File: config.mk
export PLATFORM = sky130hd
export DESIGN_NAME = alu_multicycle
export DESIGN_NICKNAME = d
export VERILOG_FILES = /design/src/rtl/alu_multicycle.sv
export SDC_FILE = /design/constraint.sdc
export NUM_CORES = 1
export LEC_CHECK = 0
export CAP_MARGIN = 40
export CORE_MARGIN = 2
export CORE_UTILIZATION = 44
export DETAILED_ROUTE_END_ITERATION = 8
export SLEW_MARGIN = 30
export SYNTH_ARGS = -nofsm -noshare
export SYNTH_HDL_FRONTEND = slang
export SYNTH_SLANG_ARGS = --single-unit
File: constraint.sdc
create_clock -name clk -period 7.1 [get_ports clk]
set_clock_uncertainty 0.2 [all_clocks]
set_input_delay 1.42 -clock clk [delete_from_list [all_inputs] [get_ports clk]]
set_output_delay 1.42 -clock clk [all_outputs]
set_load 0.03 [all_outputs]
File: src/rtl/alu_multicycle.sv
`default_nettype none
// ============================================================================
// Module   : alu_multicycle
// Brief    : Handshaked ALU with registered result and iterative shift-add
//            multiplier (low / high-unsigned product).
// Revision : 1.0 - initial release
// ============================================================================
module alu_multicycle #(
    parameter int XLEN = 32
) (
    input  logic            clk,
    input  logic            reset,
    input  logic            flush,
    input  logic            in_valid,
    output logic            in_ready,
    input  logic [XLEN-1:0] SrcA,
    input  logic [XLEN-1:0] SrcB,
    input  logic [3:0]      ALUControl,
    output logic            out_valid,
    input  logic            out_ready,
    output logic [XLEN-1:0] ALUResult,
    output logic            Zero,
    output logic            Illegal
);

    localparam int              c_SHW      = $clog2(XLEN);
    localparam logic [c_SHW-1:0] c_CNT_LAST = c_SHW'(XLEN - 1);

    localparam logic [3:0] c_OP_ADD   = 4'b0000;
    localparam logic [3:0] c_OP_SUB   = 4'b0001;
    localparam logic [3:0] c_OP_AND   = 4'b0010;
    localparam logic [3:0] c_OP_OR    = 4'b0011;
    localparam logic [3:0] c_OP_XOR   = 4'b0100;
    localparam logic [3:0] c_OP_SLT   = 4'b0101;
    localparam logic [3:0] c_OP_SLTU  = 4'b0110;
    localparam logic [3:0] c_OP_SLL   = 4'b0111;
    localparam logic [3:0] c_OP_SRL   = 4'b1000;
    localparam logic [3:0] c_OP_SRA   = 4'b1001;
    localparam logic [3:0] c_OP_MUL   = 4'b1010;
    localparam logic [3:0] c_OP_MULHU = 4'b1011;

    typedef enum logic [1:0] {
        S_IDLE = 2'd0,
        S_BUSY = 2'd1,
        S_DONE = 2'd2
    } state_t;

    state_t             state_q,  state_d;
    logic [XLEN-1:0]    result_q, result_d;
    logic               illegal_q, illegal_d;
    logic [2*XLEN-1:0]  mcand_q,  mcand_d;
    logic [XLEN-1:0]    mplier_q, mplier_d;
    logic [2*XLEN-1:0]  prod_q,   prod_d;
    logic [c_SHW-1:0]   cnt_q,    cnt_d;
    logic               hi_q,     hi_d;

    logic               w_accept;
    logic [c_SHW-1:0]   w_shamt;
    logic [XLEN-1:0]    w_alu_res;
    logic               w_is_mul;
    logic               w_is_illegal;
    logic [2*XLEN-1:0]  w_prod_sum;

    assign in_ready   = (state_q == S_IDLE) || ((state_q == S_DONE) && out_ready);
    assign w_accept   = in_valid && in_ready;
    assign out_valid  = (state_q == S_DONE);
    assign ALUResult  = result_q;
    assign Zero       = (result_q == '0);
    assign Illegal    = illegal_q;
    assign w_shamt    = SrcB[c_SHW-1:0];
    assign w_prod_sum = prod_q + (mplier_q[0] ? mcand_q : '0);

    always_comb begin
        w_alu_res    = '0;
        w_is_mul     = 1'b0;
        w_is_illegal = 1'b0;
        case (ALUControl)
            c_OP_ADD:   w_alu_res = SrcA + SrcB;
            c_OP_SUB:   w_alu_res = SrcA - SrcB;
            c_OP_AND:   w_alu_res = SrcA & SrcB;
            c_OP_OR:    w_alu_res = SrcA | SrcB;
            c_OP_XOR:   w_alu_res = SrcA ^ SrcB;
            c_OP_SLT:   w_alu_res = {{(XLEN-1){1'b0}}, ($signed(SrcA) < $signed(SrcB))};
            c_OP_SLTU:  w_alu_res = {{(XLEN-1){1'b0}}, (SrcA < SrcB)};
            c_OP_SLL:   w_alu_res = SrcA << w_shamt;
            c_OP_SRL:   w_alu_res = SrcA >> w_shamt;
            c_OP_SRA:   w_alu_res = $signed(SrcA) >>> w_shamt;
            c_OP_MUL,
            c_OP_MULHU: w_is_mul = 1'b1;
            default:    w_is_illegal = 1'b1;
        endcase
    end

    always_comb begin
        state_d   = state_q;
        result_d  = result_q;
        illegal_d = illegal_q;
        mcand_d   = mcand_q;
        mplier_d  = mplier_q;
        prod_d    = prod_q;
        cnt_d     = cnt_q;
        hi_d      = hi_q;

        case (state_q)
            S_BUSY: begin
                prod_d   = w_prod_sum;
                mcand_d  = mcand_q << 1;
                mplier_d = mplier_q >> 1;
                cnt_d    = cnt_q + c_SHW'(1);
                if (cnt_q == c_CNT_LAST) begin
                    result_d = hi_q ? w_prod_sum[2*XLEN-1:XLEN] : w_prod_sum[XLEN-1:0];
                    cnt_d    = '0;
                    state_d  = S_DONE;
                end
            end
            S_DONE: begin
                if (out_ready) begin
                    state_d = S_IDLE;
                end
            end
            default: ;
        endcase

        // Accept is only possible in IDLE or DONE, so it overrides the above.
        if (w_accept) begin
            illegal_d = 1'b0;
            if (w_is_mul) begin
                mcand_d  = {{XLEN{1'b0}}, SrcA};
                mplier_d = SrcB;
                prod_d   = '0;
                cnt_d    = '0;
                hi_d     = (ALUControl == c_OP_MULHU);
                state_d  = S_BUSY;
            end else if (w_is_illegal) begin
                result_d  = '0;
                illegal_d = 1'b1;
                state_d   = S_DONE;
            end else begin
                result_d = w_alu_res;
                state_d  = S_DONE;
            end
        end
    end

    always_ff @(posedge clk) begin
        if (reset || flush) begin
            state_q   <= S_IDLE;
            result_q  <= '0;
            illegal_q <= 1'b0;
            mcand_q   <= '0;
            mplier_q  <= '0;
            prod_q    <= '0;
            cnt_q     <= '0;
            hi_q      <= 1'b0;
        end else begin
            state_q   <= state_d;
            result_q  <= result_d;
            illegal_q <= illegal_d;
            mcand_q   <= mcand_d;
            mplier_q  <= mplier_d;
            prod_q    <= prod_d;
            cnt_q     <= cnt_d;
            hi_q      <= hi_d;
        end
    end

endmodule
`default_nettype wire

# --- Word level (Yosys, flattened, before mapping) ---
# Cells that the tools add are included.
totals:
  register_bits: 201
  latchBits: 0
  ramBits: 0
  rom_bits: 0
  inputBits: 73
  output_inout_bits: 36
  memories: 0
op_classes:
  addsub: 4
  mul: 0
  div_mod_pow: 0
  order_cmp: 2
  eq_ne: 16
  shifts: 3
  muxes: 29
  n_bitwise: 3
  n_reduce_logical: 12
ops:
  columns: ["cell", "count"]
  rows:
  - ["$mux W64", 7]
  - ["$pmux W32 S10", 1]
  - ["$mux W32", 9]
  - ["$add A64 B64 Y64", 1]
  - ["$lt A32 B32 Y1", 2]
  - ["$add A32 B32 Y32", 1]
  - ["$and A32 B32 Y32", 1]
  - ["$logic_not A32 Y1", 1]
  - ["$or A32 B32 Y32", 1]
  - ["$shl A32 B5 Y32", 1]
  - ["$shr A32 B5 Y32", 1]
  - ["$sshr A32 B5 Y32", 1]
  - ["$sub A32 B32 Y32", 1]
  - ["$xor A32 B32 Y32", 1]
  - ["$mux W5", 4]
  - ["$eq A4 B3 Y1 const B", 4]
  - ["$eq A4 B4 Y1 const B", 4]
  - ["$reduce_or A12 Y1", 1]
  - ["$eq A4 B2 Y1 const B", 2]
  - ["$mux W2", 4]
  - ["$add A5 B1 Y5 const B", 1]
  - ["$eq A5 B5 Y1 const B", 1]
  - ["$eq A4 B1 Y1 const B", 1]
  - ["$logic_not A4 Y1", 1]
  - ["13 further kinds", 17]

# --- Logic depth before layout (Yosys ltp) ---
# Gate-level depths: netlist of run 1.
depth:
  word_depth: 7
  mapped_depth: 18
  ltp_nobuf: 14

# --- Least setup slack after synthesis of run 1 ---
# OpenSTA, ideal clock, no wires.
synth_timing:
  kind: "input-to-reg"
  from: "input SrcB[3]"
  to: "register result_q[22], in the netlist ALUResult[22]"
  arrival_ns: 5.167
  required_time_ns: 6.767
  setup_slack_ns: 1.599
  path_stages: 15
  path_cell_list: "clkbuf_1 inv_1 clkbuf_1 clkbuf_1 buf_1 ha_1 and3_1 a221oi_2 a21oi_1 a221o_1 a31o_1 a2bb2oi_2 a221o_1 a2111oi_2 a211oi_1"
synth_between:
  elab_chain_len: 5
synth_lines:
  columns: ["item", "line_no", "source"]
  rows:
  - ["start: declaration", "17", "input logic [XLEN-1:0] SrcB,"]
  - ["$sub A32 B32 Y32 (tied with other cells)", "79", "c_OP_SUB: w_alu_res = SrcA - SrcB;"]
  - ["$pmux W32 S10 (*)", "77", "case (ALUControl)"]
  - ["$mux W32 (*)", "134", "end else if (w_is_illegal) begin"]
  - ["$mux W32 (*)", "127", "if (w_is_mul) begin"]
  - ["$mux W32 (*)", "125", "if (w_accept) begin"]
  - ["end signal: assignment", "157", "result_q <= result_d;"]
  - ["end: declaration", "49", "logic [XLEN-1:0] result_q, result_d;"]
# Mark *: on every way between the ends. The rest lies on a longest branch, timed or not.
# A chain may end at the register's enable or synchronous reset.

# --- Worst setup path after layout of run 1 ---
layout_timing:
  from: "input SrcA[0]"
  to: "register result_q[16], in the netlist ALUResult[16]"
layout_between:
  elab_chain_len: 5
layout_lines:
  columns: ["item", "line_no", "source"]
  rows:
  - ["start: declaration", "16", "input logic [XLEN-1:0] SrcA,"]
  - ["$sub A32 B32 Y32 (tied with other cells)", "79", null]
  - ["$pmux W32 S10 (*)", "77", null]
  - ["$mux W32 (*)", "134", null]
  - ["$mux W32 (*)", "127", null]
  - ["$mux W32 (*)", "125", null]
# Marks and branches as above.

==> results of run 1 <==
-- cells in the mapped netlist (24+ instances only) --
library cell,instances
o21bai_1,25
nand3_1,54
nor2_1,277
a21oi_1,291
ha_1,165
a311oi_1,66
mux2i_1,53
o21ai_0,181
a21o_1,58
o221ai_1,24
mux4_2,43
and2_1,72
a31oi_1,34
clkbuf_1,168
o211ai_1,41
nand4_1,34
nand2b_1,27
dfxtp_1,201
inv_1,107
a211oi_1,40
nand2_1,453
xnor2_1,40
nor3_1,49
-- registers in the layout (all words and copies together), names as in the netlist --
signal	cells
state_q	2
Illegal	1
mplier_q	32
ALUResult	32
hi_q	1
prod_q	64
mcand_q	64
cnt_q	5
-- power by group through the flow --
stage	Combinational (mW)	Clock [mW]	Sequential, mW
3_5_place_dp	0.888	0	1.18
3_3_place_gp	0.887	0	1.18
4_1_cts	0.893	1.45	1.16
6_report	0.920	1.43	1.16
5_1_grt	0.968	1.49	1.16
2_1_floorplan	0.539	0	1.19
-- final cells by class --
class | instances | area (µm²)
clock buffer | 37 | 773
clock inverter | 9 | 139
fill | 4779 | 24200
inverter | 108 | 405
multi-input combinational | 2381 | 15800
sequential | 201 | 4020
tap | 615 | 769
timing repair buffer | 169 | 1520
-- logic make-up after synthesis --
| group | share of synthesized area |
|---|---|
| mux | 0.0845 |
| flops | 0.190 |
| simple gates | 0.227 |
| compound gates | 0.307 |
| fa+ha+maj | 0.100 |
| buf+inv | 0.0653 |
| xor+xnor | 0.0261 |
-- per-stage QoR --
stage / hold slack (ns) / instance area, µm² / util / worst slack, ns / power (mW)
2_1_floorplan: 0.236 / 21200 / - / 1.60 / 1.73
3_3_place_gp: 0.245 / 22500 / 0.472 / 0.222 / 2.07
3_5_place_dp: 0.251 / 22500 / 0.473 / 1.17 / 2.07
4_1_cts: 0.261 / 23500 / 0.492 / 1.74 / 3.50
5_1_grt: 0.279 / 23500 / 0.492 / 1.51 / 3.62
6_report: 0.258 / 23500 / 0.492 / 1.64 / 3.51
-- worst paths after layout --
kind | cells after the start | slack, ns | end | start
max | 13 | 1.64 | ALUResult[16]$_SDFF_PP0_ | SrcA[0]
min | 2 | 0.26 | prod_q[19]$_SDFF_PP0_ | prod_q[19]$_SDFF_PP0_
max reg2reg | 14 | 2.11 | prod_q[54]$_SDFF_PP0_ | mplier_q[0]$_SDFF_PP0_
min reg2reg | 2 | 0.26 | prod_q[19]$_SDFF_PP0_ | prod_q[19]$_SDFF_PP0_
-- worst max-delay path, delay by kind of cell --
kind / cells / cell delay (ns)
AO/OA/AOI/OAI: 10 / 3.01
adder cells (fa/ha/maj): 2 / 0.77
buffers and inverters: 1 / 0.54
-- per-layer routing --
metal	part of all wire	global-route usage
met1	0.39	0.458
met5	0.00027	0
met3	0.074	0.0581
met4	0.074	0.248
met2	0.46	0.622
==> out/metrics.yaml, run 1 <==
worst_pin_slew_ns: 1.03
netlist_instances: 2915
max_freq_mhz: 183
path_class: "input pin to flip-flop"
status: "complete, no violations"
ys_ff_latch: 201
final_common_cell: "nand2_1"
track_usage: 0.378
final_max_slew_viol_count: 0
yosysTopAreaCell: "dfxtp_1"
clockRootBuffer: "clkbuf_16"
final.setup.tns_ns: 0
drive_above_1_share: 0.0778
wirelength_mm: 96.7
die_area_um2: 49900
grt_max_degree: 78
yosys_warnings: 0
synth-edff-count: 0
cp_slowest_cell: "a221oi_1"
power.net_switching_mw: 1.19
maxCapViolations: 0
ant_nets: 0
first_global_vias: 21900
clockBufferDepth: 3
portBuffers: 108
critical_path_required_ns: 7.39
power.density_nw_per_um2: 150
syn_nets: 3156
vias_per_cell: 6.56
crit_path_max_fanout: 5
clk_pin_slew_ns: 0.06
cp-end-kind: "flip-flop"
via_count: 23100
synth_area_leaders: "dfxtp_1 19%, ha_1 9.8%, nand2_1 8.0%"
period_needed_ns: 5.46
cts_tree: "built"
clkPwrFrac: 0.408
cts_buffers: 26
dpl.cell_count: 3473
layout_common_cells: "452 x nand2_1, 290 x a21oi_1, 274 x nor2_1"
cts_resized: 0
clk_latency_ns: 0.58
start_util: 0.444
intPower_mw: 2.33
ioPinCount: 109
ctsHoldBuffers: 0
postCtsSetupBuffers: 0
max_slew_margin: 0.306
critPathMaxStageDelay_ns: 0.76
place_congestion: 1.07
diodes: 0
final_nets: 3128
instances_no_fill: 3520
dp_hpwl_mm: 74.4
coreArea_um2: 47600
ys_async_sr_fraction: 0
first_pass_iters: 6
rsz0062_at_grt: "no"
yosysUniqueCellTypes: 104
htree_num_levels: 1
die_h_um: 223
hold_violations: 0
dieWidth_um: 223
rows: 80
dr.first_iter.drc_count: 2659
grt_pass1_wl_mm: 143
ir_drop_v: 0.000167
worst_setup_path_start_kind: "input pin"
wl_per_cell_um: 27.5
synth_ff_type: "dfxtp_1"
grt.overflow.total: 0
netlist_area_um2: 21200
path_cells: "clkdlybuf4s50_1 > ha_1 > fa_1 > a21o_1 > a221oi_2 > a21oi_1 > a221o_1 > a21o_1 > a21oi_1 > a22o_1 > o21ai_0 > a221oi_1 > a21boi_0"
p_leak_nw: 9.09
p_seq_frac: 0.330
syn_avg_cell_area_um2: 7.26
antenna_found_initial: 2
setup_viol: 0
critical_path_arrival_ns: 5.74
ys_seq_area_frac: 0.190
drc_errors: 0
synth_top_area_frac: 0.190
area_growth_pct: 10.9
power_frac_comb: 0.262
hold_path_class: "flip-flop to flip-flop"
clock_sinks: 201
switching_share: 0.338
period_share: 0.768
Power figures use the tool's default switching activity.
==> run 2: changes to the inputs <==
==> constraint.sdc (replaced) <==
create_clock -name clk -period 5.6 [get_ports clk]
set_clock_uncertainty 0.2 [all_clocks]
set_input_delay 1.12 -clock clk [delete_from_list [all_inputs] [get_ports clk]]
set_output_delay 1.12 -clock clk [all_outputs]
set_load 0.03 [all_outputs]
==> out/metrics.yaml, run 2 (synthesis results as in run 1) <==
max_slew_margin: 0.394
clock_sinks: 201
ctsHoldBuffers: 0
area_growth_pct: 13.1
drc_errors: 0
grt_pass1_wl_mm: 143
crit_path_max_fanout: 38
cts_buffers: 26
drive_above_1_share: 0.0926
path_cells: "buf_4 > buf_4 > and2_1 > ha_1 > nor2_1 > o21ai_0 > o211ai_1 > a21oi_1 > o31ai_1 > buf_4 > a2111oi_2 > nor2b_1 > xnor2_1 > a211oi_1 > o22ai_1"
power.density_nw_per_um2: 183
cts_tree: "built"
rows: 80
layout_common_cells: "452 x nand2_1, 290 x a21oi_1, 276 x nor2_1"
period_share: 0.879
utilization: 0.502
final_common_cell: "nand2_1"
antenna_found_initial: 3
critPathTopFamily: "compound AO/OA/AOI/OAI gates"
hold_depth: 2
cts_resized: 0
status: "complete, no violations"
worst_setup_path_start_kind: "flip-flop"
dp_hpwl_mm: 74.7
dr.first_iter.drc_count: 2446
wl_per_cell_um: 27.2
clk_pin_slew_ns: 0.06
clk_latency_ns: 0.58
ir_drop_v: 0.000195
whs_ns: 0.258
setup_viol: 0
critPathMaxStageDelay_ns: 0.70
dpl-instance-area_um2: 22900
via_count: 23300
p_leak_nw: 9.37
cp-end-kind: "flip-flop"
ant_nets: 0
dp_slack_ns: 0.387
start_util: 0.444
period_needed_ns: 4.92
maxCapViolations: 0
htree_num_levels: 1
max_freq_mhz: 203
clockBufferDepth: 3
worst_slack_ns: 0.679
path_class: "flip-flop to flip-flop"
clockRootBuffer: "clkbuf_16"
dpl.cell_count: 3522
cp.depth: 15
critical_path_required_ns: 5.84
final_nets: 3183
rsz0062_at_grt: "no"
dieWidth_um: 223
reg.largest.list: "mcand_q: 64 flops, prod_q: 64 flops"
grt.overflow.total: 0
grt_max_degree: 130
multiInputGateArea_um2: 15800
final_max_slew_viol_count: 0
worst_pin_slew_ns: 0.900
critical_path_arrival_ns: 5.16
fin_area_um2: 23900
die_h_um: 223
ff_latch_area_um2: 4020
die_area_um2: 49900
place_congestion: 1.09
hold_path_class: "flip-flop to flip-flop"
portBuffers: 108
track_usage: 0.380
first_pass_iters: 6
p_total_mw: 4.38
path_buf_inv: 3
first_global_vias: 22000
final.setup.tns_ns: 0
reg2reg_depth: 15
coreArea_um2: 47600
vias_per_cell: 6.52
wirelength_mm: 97.2
instances_no_fill: 3577
fillers: 4853
hold_violations: 0
postCtsSetupBuffers: 0
cp_slowest_cell: "a211oi_1"
crit_top_cell: "buf_4"
ioPinCount: 109
## run 2: cell types whose count changed in the layout (fill, tap and decap cells not counted), sizes merged
cell	before	now
clkinv	2	4
diode	0	2
clkbuf	38	39
inv	110	108
buf	65	121
bufinv	3	1
## run 2: metal layers
metal,routed length (µm),GRT usage
met5,23,0
met3,7150,0.0595
met2,44800,0.629
met1,37500,0.455
met4,7630,0.254
## run 2: area by class of cell
class                   count  share of cell area
multi-input cells        2381               0.661
flip-flops and latches    201               0.168
repair buffers            224              0.0863
well taps                 615              0.0322
clock buffers              39              0.0317
inverters                 108              0.0169
clock inverters             7             0.00319
diodes                      2            0.000209
## run 2: where the power goes
group | switching (mW) | internal (mW)
Combinational | 0.775 | 0.434
Clock | 0.729 | 0.977
Sequential | 0.0227 | 1.45
Total | 1.53 | 2.86
## run 2: worst paths after layout
check / start / to / slack [ns]
setup reg to reg: mplier_q[0]$_SDFF_PP0_ / ALUResult[20]$_SDFF_PP0_ / 0.68
hold reg to reg: prod_q[24]$_SDFF_PP0_ / prod_q[24]$_SDFF_PP0_ / 0.26
setup / recovery: mplier_q[0]$_SDFF_PP0_ / ALUResult[20]$_SDFF_PP0_ / 0.68
hold / removal: prod_q[24]$_SDFF_PP0_ / prod_q[24]$_SDFF_PP0_ / 0.26
## run 2: tightest hold or removal path: stages (launching register included)
cell and delay (ns):
dfxtp_1 0.31, nand2_1 0.05, a21oi_1 0.05
